**config.mk**
```make
export PLATFORM = sky130hd
export DESIGN_NAME = adc_capture_ctrl
export DESIGN_NICKNAME = d
export VERILOG_FILES = /design/src/rtl/adc_capture_ctrl.sv
export SDC_FILE = /design/constraint.sdc
export NUM_CORES = 1
export LEC_CHECK = 0
export CAP_MARGIN = 20
export CORE_MARGIN = 10
export CORE_UTILIZATION = 55
export CTS_CLUSTER_DIAMETER = 30
export DETAILED_ROUTE_END_ITERATION = 8
export PLACE_DENSITY_LB_ADDON = 0.15
export SETUP_SLACK_MARGIN = 0.5
export SLEW_MARGIN = 10
export SYNTH_ARGS = -nofsm -noshare
export SYNTH_HDL_FRONTEND = slang
export SYNTH_SLANG_ARGS = --single-unit
```
**constraint.sdc**
```tcl
create_clock -name clock -period 10.75 [get_ports clock]
set_clock_uncertainty 0.2 [all_clocks]
set_input_delay 2.15 -clock clock [delete_from_list [all_inputs] [get_ports clock]]
set_output_delay 2.15 -clock clock [all_outputs]
set_load 0.02 [all_outputs]
```
**src/rtl/adc_capture_ctrl.sv**
```systemverilog
// rtl/adc_capture_ctrl.sv - trigger-based ADC capture sequencer feeding the sample buffer write port
// Optional build macro CAPTURE_DECIM_EN adds the decim input (accept every (decim+1)-th valid sample).
module adc_capture_ctrl #(
  parameter int DATA_WIDTH  = 8,
  parameter int ADDR_WIDTH  = 12,
  parameter int PRE_SAMPLES = 16
) (
  input  logic                  clock,
  input  logic                  reset,
  input  logic                  adc_valid,
  input  logic [DATA_WIDTH-1:0] adc_data,
  input  logic                  arm,
  input  logic                  abort,
  input  logic [DATA_WIDTH-1:0] trig_level,
  input  logic                  trig_rising,
  input  logic [ADDR_WIDTH-1:0] post_count,
`ifdef CAPTURE_DECIM_EN
  input  logic [7:0]            decim,
`endif
  output logic                  write_en,
  output logic [ADDR_WIDTH-1:0] write_addr,
  output logic [DATA_WIDTH-1:0] wr_data,
  output logic                  busy,
  output logic                  triggered,
  output logic                  done,
  output logic [ADDR_WIDTH-1:0] trig_addr,
  output logic [ADDR_WIDTH-1:0] start_addr
);

  localparam int PW = $clog2(PRE_SAMPLES + 1) + 1;

  typedef enum logic [1:0] {S_IDLE, S_ARMED, S_POST, S_DONE} state_t;

  state_t                state_q, state_d;
  logic [ADDR_WIDTH-1:0] ptr_q, ptr_d;
  logic [PW-1:0]         prefill_q, prefill_d;
  logic                  hist_valid_q, hist_valid_d;
  logic [DATA_WIDTH-1:0] prev_q, prev_d;
  logic [DATA_WIDTH-1:0] level_q, level_d;
  logic                  rising_q, rising_d;
  logic [ADDR_WIDTH-1:0] post_q, post_d;
  logic [ADDR_WIDTH-1:0] remaining_q, remaining_d;
  logic                  write_en_q, write_en_d;
  logic [ADDR_WIDTH-1:0] write_addr_q, write_addr_d;
  logic [DATA_WIDTH-1:0] wr_data_q, wr_data_d;
  logic                  triggered_q, triggered_d;
  logic                  done_q, done_d;
  logic [ADDR_WIDTH-1:0] trig_addr_q, trig_addr_d;
  logic [ADDR_WIDTH-1:0] start_addr_q, start_addr_d;
  logic                  busy_w, accept, crossing, gate_ok;
`ifdef CAPTURE_DECIM_EN
  logic [7:0]            decim_q, decim_d;
  logic [7:0]            phase_q, phase_d;
`endif

  assign busy_w   = (state_q == S_ARMED) || (state_q == S_POST);
  assign gate_ok  = (prefill_q == PW'(PRE_SAMPLES));
  assign crossing = hist_valid_q &&
                    (rising_q ? ((prev_q < level_q) && (adc_data >= level_q))
                              : ((prev_q > level_q) && (adc_data <= level_q)));
`ifdef CAPTURE_DECIM_EN
  assign accept   = adc_valid && busy_w && (phase_q == 8'd0);
`else
  assign accept   = adc_valid && busy_w;
`endif

  always_comb begin
    state_d      = state_q;
    ptr_d        = ptr_q;
    prefill_d    = prefill_q;
    hist_valid_d = hist_valid_q;
    prev_d       = prev_q;
    level_d      = level_q;
    rising_d     = rising_q;
    post_d       = post_q;
    remaining_d  = remaining_q;
    write_en_d   = 1'b0;
    write_addr_d = write_addr_q;
    wr_data_d    = wr_data_q;
    triggered_d  = triggered_q;
    done_d       = done_q;
    trig_addr_d  = trig_addr_q;
    start_addr_d = start_addr_q;
`ifdef CAPTURE_DECIM_EN
    decim_d      = decim_q;
    phase_d      = phase_q;
`endif
    if (abort) begin
      state_d     = S_IDLE;
      triggered_d = 1'b0;
      done_d      = 1'b0;
    end else if (arm && !busy_w) begin
      state_d      = S_ARMED;
      level_d      = trig_level;
      rising_d     = trig_rising;
      post_d       = post_count;
      ptr_d        = '0;
      prefill_d    = '0;
      hist_valid_d = 1'b0;
      triggered_d  = 1'b0;
      done_d       = 1'b0;
      trig_addr_d  = '0;
`ifdef CAPTURE_DECIM_EN
      decim_d      = decim;
      phase_d      = 8'd0;
`endif
    end else begin
`ifdef CAPTURE_DECIM_EN
      // Phase advances on every valid sample seen while capturing, accepted or not.
      if (adc_valid && busy_w)
        phase_d = (phase_q == decim_q) ? 8'd0 : phase_q + 8'd1;
`endif
      if (accept) begin
        write_en_d   = 1'b1;
        write_addr_d = ptr_q;
        wr_data_d    = adc_data;
        ptr_d        = ptr_q + ADDR_WIDTH'(1);
        prev_d       = adc_data;
        hist_valid_d = 1'b1;
        if (!gate_ok)
          prefill_d = prefill_q + PW'(1);
        if (state_q == S_ARMED) begin
          if (crossing && gate_ok) begin
            trig_addr_d = ptr_q;
            triggered_d = 1'b1;
            remaining_d = post_q;
            if (post_q == '0) begin
              state_d      = S_DONE;
              done_d       = 1'b1;
              start_addr_d = ptr_q + ADDR_WIDTH'(1);
            end else begin
              state_d = S_POST;
            end
          end
        end else begin
          remaining_d = remaining_q - ADDR_WIDTH'(1);
          if (remaining_q == ADDR_WIDTH'(1)) begin
            state_d      = S_DONE;
            done_d       = 1'b1;
            start_addr_d = ptr_q + ADDR_WIDTH'(1);
          end
        end
      end
    end
  end

  always_ff @(posedge clock or posedge reset) begin
    if (reset) begin
      state_q      <= S_IDLE;
      ptr_q        <= '0;
      prefill_q    <= '0;
      hist_valid_q <= 1'b0;
      prev_q       <= '0;
      level_q      <= '0;
      rising_q     <= 1'b0;
      post_q       <= '0;
      remaining_q  <= '0;
      write_en_q   <= 1'b0;
      write_addr_q <= '0;
      wr_data_q    <= '0;
      triggered_q  <= 1'b0;
      done_q       <= 1'b0;
      trig_addr_q  <= '0;
      start_addr_q <= '0;
`ifdef CAPTURE_DECIM_EN
      decim_q      <= 8'd0;
      phase_q      <= 8'd0;
`endif
    end else begin
      state_q      <= state_d;
      ptr_q        <= ptr_d;
      prefill_q    <= prefill_d;
      hist_valid_q <= hist_valid_d;
      prev_q       <= prev_d;
      level_q      <= level_d;
      rising_q     <= rising_d;
      post_q       <= post_d;
      remaining_q  <= remaining_d;
      write_en_q   <= write_en_d;
      write_addr_q <= write_addr_d;
      wr_data_q    <= wr_data_d;
      triggered_q  <= triggered_d;
      done_q       <= done_d;
      trig_addr_q  <= trig_addr_d;
      start_addr_q <= start_addr_d;
`ifdef CAPTURE_DECIM_EN
      decim_q      <= decim_d;
      phase_q      <= phase_d;
`endif
    end
  end

  assign write_en   = write_en_q;
  assign write_addr = write_addr_q;
  assign wr_data    = wr_data_q;
  assign busy       = busy_w;
  assign triggered  = triggered_q;
  assign done       = done_q;
  assign trig_addr  = trig_addr_q;
  assign start_addr = start_addr_q;

endmodule

```
==> results of run 1 <==
power groups by stage:
| stage | registers (mW) | logic (mW) | clock network, mW |
|---|---|---|---|
| global placement | 0.461 | 0.202 | 0 |
| detailed placement | 0.462 | 0.208 | 0 |
| finish | 0.455 | 0.208 | 0.270 |
| global route | 0.461 | 0.238 | 0.290 |
| CTS | 0.455 | 0.210 | 0.273 |
| floorplan | 0.470 | 0.115 | 0 |
worst min path at each step:
| stage | endpoint | cells past startpoint | slack, ns | start |
|---|---|---|---|---|
| 2_1_floorplan | hist_valid_q$_DFFE_PP0P_ | 2 | 0.25 | hist_valid_q$_DFFE_PP0P_ |
| 5_1_grt | ptr_q[8]$_DFFE_PP0P_ | 1 | 0.33 | ptr_q[8]$_DFFE_PP0P_ |
| 3_3_place_gp | write_addr[9]$_DFFE_PP0P_ | 2 | 0.26 | write_addr[9]$_DFFE_PP0P_ |
| 4_1_cts | write_addr[0]$_DFFE_PP0P_ | 2 | 0.29 | write_addr[0]$_DFFE_PP0P_ |
| 6_report | write_addr[8]$_DFFE_PP0P_ | 2 | 0.29 | write_addr[8]$_DFFE_PP0P_ |
| 3_5_place_dp | hist_valid_q$_DFFE_PP0P_ | 2 | 0.27 | hist_valid_q$_DFFE_PP0P_ |
area by class of cell:
class                   count  area share, %
multi-input cells         395           38.3
inverters                  31           1.90
well taps                 111           2.22
clock inverters             6           1.50
clock buffers              10           2.04
flip-flops and latches    101           40.4
repair buffers             87           13.7
flip-flops by register name, indices dropped and copies added, names as in the netlist:
name / cells
hist_valid_q: 1
state_q: 2
post_q: 12
wr_data: 8
remaining_q: 12
ptr_q: 12
write_addr: 12
triggered: 1
done: 1
rising_q: 1
start_addr: 12
prefill_q: 6
trig_addr: 12
write_en: 1
level_q: 8
layout by cell type (no fill, tap or decap), types with 3 or more instances in the layout:
cell             Yosys  routed
a21oi_1             30      30
and3_1               9       9
buf_4                1       6
clkbuf_8             0       9
clkdlybuf4s50_1      0      81
dfrtp_1            101     101
ha_1                22      22
inv_1               31      30
mux2_4              10      10
mux2i_1             19      19
nand2_1            130     130
nand2b_1             3       3
nand3_1              6       6
nand4_1             10      10
nor2_1              25      24
nor3_1               9       9
nor4_1               5       5
o211ai_1             5       5
o21ai_0             48      48
o22ai_1              5       5
o31ai_1              4       4
or3_1                6       6
xnor2_1              9       9
xor2_1               5       5
synth_stat cells (3+ instances only):
library cell / instances
nand2b_1: 3
a21oi_1: 30
mux2i_1: 19
nor2_1: 25
dfrtp_1: 101
o21ai_0: 48
o22ai_1: 5
mux2_4: 10
nand2_1: 130
xnor2_1: 9
inv_1: 31
clkbuf_1: 19
nor4_1: 5
nand4_1: 10
o211ai_1: 5
nor3_1: 9
or3_1: 6
ha_1: 22
and3_1: 9
xor2_1: 5
nand3_1: 6
o31ai_1: 4
buf_1: 5
logic make-up after synthesis:
| family | synth area share, % |
|---|---|
| compound gates | 12.9 |
| xor+xnor | 2.38 |
| fa+ha+maj | 5.34 |
| buf+inv | 4.47 |
| flops | 49.1 |
| mux | 7.05 |
| simple gates | 18.8 |
metrics by stage:
step                utilization (%)  cells  power (mW)
floorplan                         -    554       0.585
finish                         68.0    741       0.933
detailed placement             65.6    725       0.670
CTS                            68.0    741       0.939
global route                   68.0    741       0.990
global placement               65.6    725       0.663
worst max-delay path: cells and delay by family:
| kind | cells | cell delay [ns] |
|---|---|---|
| AOI/OAI and AO/OA | 1 | 0.77 |
| buffers and inverters | 4 | 1.85 |
| muxes | 1 | 0.41 |
| and+or+nand+nor | 3 | 0.32 |
routing by layer:
metal  wire length [um]  vias up  GRT usage (%)  part of all wire (%)
met3                696       14           4.11                   5.7
met4                128        0           5.11                   1.0
met1               5620     2022           25.3                    46
li1                   -     2041              -                     -
met5                  0        -              0                     0
met2               5860      105           30.3                    48
==> flow_results.org, run 1 <==
** Job
- Number of maximum-capacitance violations :: 0

** Critical path
- The number of cells on the worst reg-to-reg path is 10.
- In this run the critical register-to-register path is launched from state_q[0]$_DFFE_PP0P_.
- For the worst setup path, the data arrival time is around 5.5 ns.
- For this design, the slowest cell found on the critical path is a41oi_2.
- Critical R2R Capture :: start_addr[10]$_DFFE_PP0P_
- Launch point of the worst path :: abort
- The critical path goes through clkdlybuf4s50_1 -> or2_2 -> buf_4 -> inv_1 -> buf_4 -> nand2_1 -> nor2_2 -> a41oi_2 -> mux2_2.
- The worst setup path is launched from an input port.
- In this run the worst setup path terminates at start_addr[10]$_DFFE_PP0P_.
- CP Max Fanout :: 56
- STA classifies the critical path endpoint as a flip-flop.
- Worst reg-to-reg setup slack :: just under 7 ns
- Counting stages on the worst path, the most repeated cell is buf_4.
- Required @ worst endpoint :: 10.79 ns
- The largest single stage delay on the critical path is 0.77 ns.
- Crit Path Class :: in2reg

** Floorplanning
- For this configuration, the core starts out at a cell density of 56.0%.
- The floorplan has 35 rows.
- Die Height :: around 120 um
- The die covers 13600 sq um.
- Standard cell core area :: 9200 sq um
- Number of I/O pins :: 82
- Floorplan die width :: 117 um

** STA
- Number of hold violations in the final report :: 0
- The number of slew-limit violations in the final report was 0.
- Worst hold slack after final layout :: 0.293 ns
- Count of endpoints failing setup in the final report :: 0
- Crit path setup slack, layout :: 5.26 ns
- Final TNS setup :: 0 ns
- At the pin with the least slew margin, the transition time is 0.979 ns.
- Minimum clock period after layout :: 5.49 ns
- Setup repair after global routing left no endpoint under its margin.
- Share of the clock period used by the worst path :: 51.0%
- Max_slew headroom :: 34.7%
- Maximum frequency from static timing analysis :: 0.182 GHz

** GRT
- Global-route wire length before repair :: between 20 and 25 mm
- Antenna violations before repair :: 0
- Global routing consumed, over all layers together, 18.9% of the routing resources.
- Maximum number of pins on one net before global-route repair :: 73
- The total overflow left after global routing is 0.
- The via count of the first global-routing pass is 4219.

** Layout
- Compared with the post-synthesis result, the final layout area differs by 21.5%.
- Diodes inserted :: 0
- Final net count :: 681
- Storage cell area :: approximately 2500 sq um
- After routing the design area is 6260 sq um.
- In the final layout, the multi-input gates occupy approximately 2400 sq um.
- Fill cells in the final layout number 748.
- Of the cells placed in the final design, the portion with a size suffix greater than 1 is under 10%.

** Synth
- In this run, synthesis produced a sequential element count of 101.
- Average instance area after synthesis :: 9.30 sq um
- Total nets after synthesis :: 610
- After synthesis, the largest area contributor takes up between 40 and 50% of total cell area.
- During synthesis, Yosys emitted a total of 0 warnings.
- Number of flops mapped to enable cells by yosys :: 0
- The netlist uses 54 different library cells.
- Yosys attributes the largest share of cell area to dfrtp_1 (49%), nand2_1 (9.5%), ha_1 (5.3%), o21ai_0 (4.7%), mux2i_1 (3.7%).
- Portion of the post-synthesis area used by sequential elements :: 49.1%
- Commonest register cell after synthesis :: dfrtp_1
- After synthesis the cells add up to roughly 5100 sq um.
- The largest total area in the synthesized netlist belongs to dfrtp_1.
- Of all flip-flops after synthesis, the portion carrying an async set or reset was 100%.
- Post-Syn Instances :: 554

** Power
- Seq pwr share :: between 40% and 50%
- Combinational logic burns 22.3% of the power.
- In this run switching power makes up 31.1% of total power.
- Cell leakage power :: 2.80 nW
- For this design the ratio of total power to cell area is 149 nW/um^2.
- Summed over all nets, the switching power comes to 290 uW.
- Largest voltage drop on the vdd net :: 118 uV
- Internal power comes to 643 uW.
- The clock network burns between 20% and 30% of the power.

** Detailed routing
- Antenna-violating nets left :: 0
- Initial DRT Pass Iterations :: 5
- Total vias in the final route :: 4182
- Total length of routed wires :: 12.3 mm
- Per-cell routed wire length :: 16.6 um
- Drt initial violations :: roughly 280
- Drc violations :: 0
- Vias/cell :: 5.64

** Placed design
- RePlAce Congestion :: ~0.88
- Placement-stage worst setup slack :: about 4.9 ns
- Input and output buffers added on the ports amount to 81.
- Instance area at placement :: just over 6000 sq um
- Final HPWL DP :: 8.82 mm

** Run status
- The run finished with clean final reports.

** Clock tree
- Counting the buffers created by CTS gives 9.
- The H-tree was split into 3 levels.
- Post-CTS setup buffer count :: 0
- After clock tree synthesis, the clock-pin slew on the worst setup and hold paths is 0.10 ns.
- Clock Sink Count :: ~100
- Maximum clock insertion buffer count :: 2
- Hold-fix buffers, CTS :: 0
- TritonCTS built the clock tree.
- Clock tree synthesis selected as its root buffer the cell clkbuf_8.
- In this run, post-CTS repair resized a total of 0 instances.
- Clock latency on the worst-skew pair, taken at its later pin, is 0.36 ns.

** Min path
- Hold/Removal Path Class :: reg2reg
(Power assumes the default switching activity.)
==> run 2, diff against run 1 <==
--- a/config.mk
+++ b/config.mk
@@ -7,7 +7,7 @@
 export LEC_CHECK = 0
 export CAP_MARGIN = 20
 export CORE_MARGIN = 10
-export CORE_UTILIZATION = 55
+export CORE_UTILIZATION = 49
 export CTS_CLUSTER_DIAMETER = 30
 export DETAILED_ROUTE_END_ITERATION = 8
 export PLACE_DENSITY_LB_ADDON = 0.15
==> constraint.sdc (replaced) <==
create_clock -name clock -period 4.5 [get_ports clock]
set_clock_uncertainty 0.2 [all_clocks]
set_input_delay 0.9 -clock clock [delete_from_list [all_inputs] [get_ports clock]]
set_output_delay 0.9 -clock clock [all_outputs]
set_load 0.02 [all_outputs]
==> flow_results.org, run 2 (synthesized netlist as in run 1, its figures left out) <==
** Power
- Internal power consumption :: 1.49 mW (+130%)
- Switching share of power :: 31.6% (+0.53 points)
- The power density of the placed cells is 346 nW/um^2 (+130%).
- Portion of total power attributed to combinational logic :: 23.2% (+0.9 points)
- The net switching component of the power was 690 uW (+140%).
- Clock network power share :: 26.9% (-2.0 points)
- Cell leakage power :: 2.81 nW (+0.21%)
- The maximum vdd drop came to 212 uV (+79%).
- The sequential share of power is 49.9% (+1.1 points).

** Detailed routing
- The routed wire length was 12.6 mm (+2.7%).
- The wire length on met2 was 6.01 mm (+2.6%).
- The via count of the routed design is 4166 (-0.38%).
- The number of design-rule violations left by the first detailed-router iteration came to 271 (-4.2%).
- The met1 routed wirelength after detailed routing was 5.76 mm (+2.5%).
- Antenna-violating nets left :: 0 (unchanged)
- Initial DRT Pass Iterations :: 4 (-1)
- Vias/cell :: 5.42 (-4.0%)
- In this run the top signal layer used is met4.
- Detailed route wirelength on metal3 :: 686 um (-1.4%)
- Per-cell routed wire length :: 16.4 um (-1.0%)
- Drc violations :: 0 (unchanged)

** STA
- The headroom to the max-slew limit was 51.5% (+17 points).
- The final setup TNS was 0 ns (unchanged).
- The count of endpoints failing hold in the final timing report came to 0 (unchanged).
- The count of endpoints failing setup in the final report was 0 (unchanged).
- Of the available clock period, the critical path in the final layout requires 78.9%.
- Worst Max-Slew Pin Slew :: 0.728 ns (-0.252 ns)
- Number of slew-limit violations in the final report :: 0 (unchanged)
- Setup repair after global routing missed its margin :: no
- Minimum clock period after layout :: around 3.5 ns
- Maximum frequency from static timing analysis :: 0.282 GHz
- The worst slack on hold paths was 0.282 ns (-0.0113 ns).

** Floorplanning
- The area of the core was 10300 sq um (+12%).
- Row cnt :: 37 (+5.7%)
- The full die area came to 15000 sq um (+10%).
- Floorplan die width :: 123 um (+4.9%)
- The height of the chip was 123 um (+4.9%).
- Starting Density :: 50.1% (-5.9 points)
- Number of I/O pins :: 82 (unchanged)

** GRT
- The combined global-route utilization of all metal layers is 17.7% (-1.2 points).
- Maximum number of pins on one net before global-route repair :: 60 (-18%)
- Overflow left after global routing :: 0 (unchanged)
- The number of antenna violations at the first check in global routing was 0 (unchanged).
- The via count of the first global-routing pass was 4276 (+1.4%).
- The first-pass GRT wire length was 21.6 mm (+4.4%).

** Clock tree
- Post-CTS setup buffer count :: 0 (unchanged)
- The post-cts repair resize count is 0 (unchanged).
- The post-CTS clock slew at the launch and capture registers of the worst setup and hold paths is 0.10 ns (about the same).
- Clock latency reported for the late side of the worst-skew pair :: 0.37 ns (about the same)
- The tree is rooted in a clkbuf_8.
- Clock Sink Count :: 101 (unchanged)
- The maximum clock path buffer count was 2 (unchanged).
- The maximum level of the CTS H-tree was 3 (unchanged).
- TritonCTS built the clock tree.
- The number of buffers inserted for hold repair after clock tree synthesis came to 0 (unchanged).
- The number of CTS-inserted buffers was 9 (unchanged).

** Min path
- Hold/Removal Path Class :: reg2reg

** Critical path
- CP Max Fanout :: 22 (-61%)
- Startpoint Class :: input port
- The setup slack on the worst flop-to-flop path is 1.43 ns (-5.32 ns).
- STA classifies the critical path endpoint as a flip-flop.
- Crit Path Class :: in2reg
- The worst path required time is 4.60 ns (-6.19 ns).
- The arrival time reported for the critical path endpoint is 3.65 ns (-1.88 ns).

** Placed design
- The number of buffer cells added on primary ports is 81 (unchanged).
- The placer's final routability congestion estimate is 0.878 (-0.52%).
- The half-perimeter wire length of the detailed placement result is 9.12 mm (+3.3%).

** Job
- Number of maximum-capacitance violations :: 0 (unchanged)

** Layout
- Layout cell share with drive strength beyond 1 :: 7.58% (+0.44 points)
- From synthesis to final layout, the design area changed by 22.5%.
- The diode insertion count for antenna repair was 0 (unchanged).
- Most common cell after layout, fill and taps aside :: nand2_1
- The number of nets in the final layout came to 685 (+0.59%).
- Commonest non-fill, non-tap cells in the layout :: nand2_1 (130), dfrtp_1 (101), clkdlybuf4s50_1 (81), o21ai_0 (48)

** Run status
- The run finished with clean final reports.
==> run 2: worst paths after layout <==
path	from	endpoint	cells past startpoint
hold reg to reg	write_addr[8]$_DFFE_PP0P_	write_addr[8]$_DFFE_PP0P_	2
min in group asynchronous	reset	write_en$_DFF_PP0_	2
max in group asynchronous	reset	remaining_q[6]$_DFFE_PP0P_	3
hold / removal	write_addr[8]$_DFFE_PP0P_	write_addr[8]$_DFFE_PP0P_	2
setup reg to reg	prefill_q[0]$_DFFE_PP0P_	trig_addr[0]$_DFFE_PP0P_	10
setup / recovery	adc_data[1]	trig_addr[0]$_DFFE_PP0P_	11
==> run 2: stage by stage <==
stage | total power [mW] | utilization [%] | setup slack, ns | instances | cell area [sq um]
global route | 2.31 | 61.4 | 0.829 | 769 | 6310
global placement | 1.59 | 59.4 | 0.703 | 754 | 6110
detailed placement | 1.62 | 59.4 | 0.580 | 754 | 6110
CTS | 2.20 | 61.4 | 0.974 | 769 | 6310
finish | 2.18 | 61.4 | 0.952 | 769 | 6310
floorplan | 1.40 | - | 0.753 | 554 | 5150
==> run 2: worst max-delay path, cell delays in order <==
cell	delay, ns
clkdlybuf4s50_1	0.44
ha_1	0.32
nor2b_1	0.14
o211ai_1	0.22
a21o_1	0.15
a221oi_1	0.10
a311oi_4	0.35
buf_4	0.34
and3_1	0.20
buf_4	0.25
mux2i_1	0.22
==> run 2: metal layers <==
layer  track usage (%)  up-vias
li1                  -     2048
met1              23.1     2012
met2              28.4       92
met3              4.13       14
met4              5.89        0
met5                 0        -
==> run 2: layout make-up <==
| type | count | area, sq um |
|---|---|---|
| clock buffers | 11 | 141 |
| well taps | 136 | 170 |
| clock inverters | 4 | 57.6 |
| multi-input cells | 395 | 2410 |
| inverters | 31 | 119 |
| repair buffers | 91 | 886 |
| flip-flops and latches | 101 | 2530 |
| fillers | 915 | 3970 |
==> run 2: power by group through the flow <==
stage                     logic (mW)  clock network [mW]  registers [mW]
after global routing           0.573               0.635            1.11
final                          0.507               0.587            1.09
after floorplan                0.276                   0            1.12
after detailed placement       0.510                   0            1.11
after global placement         0.493                   0            1.10
after CTS                      0.513               0.602            1.09
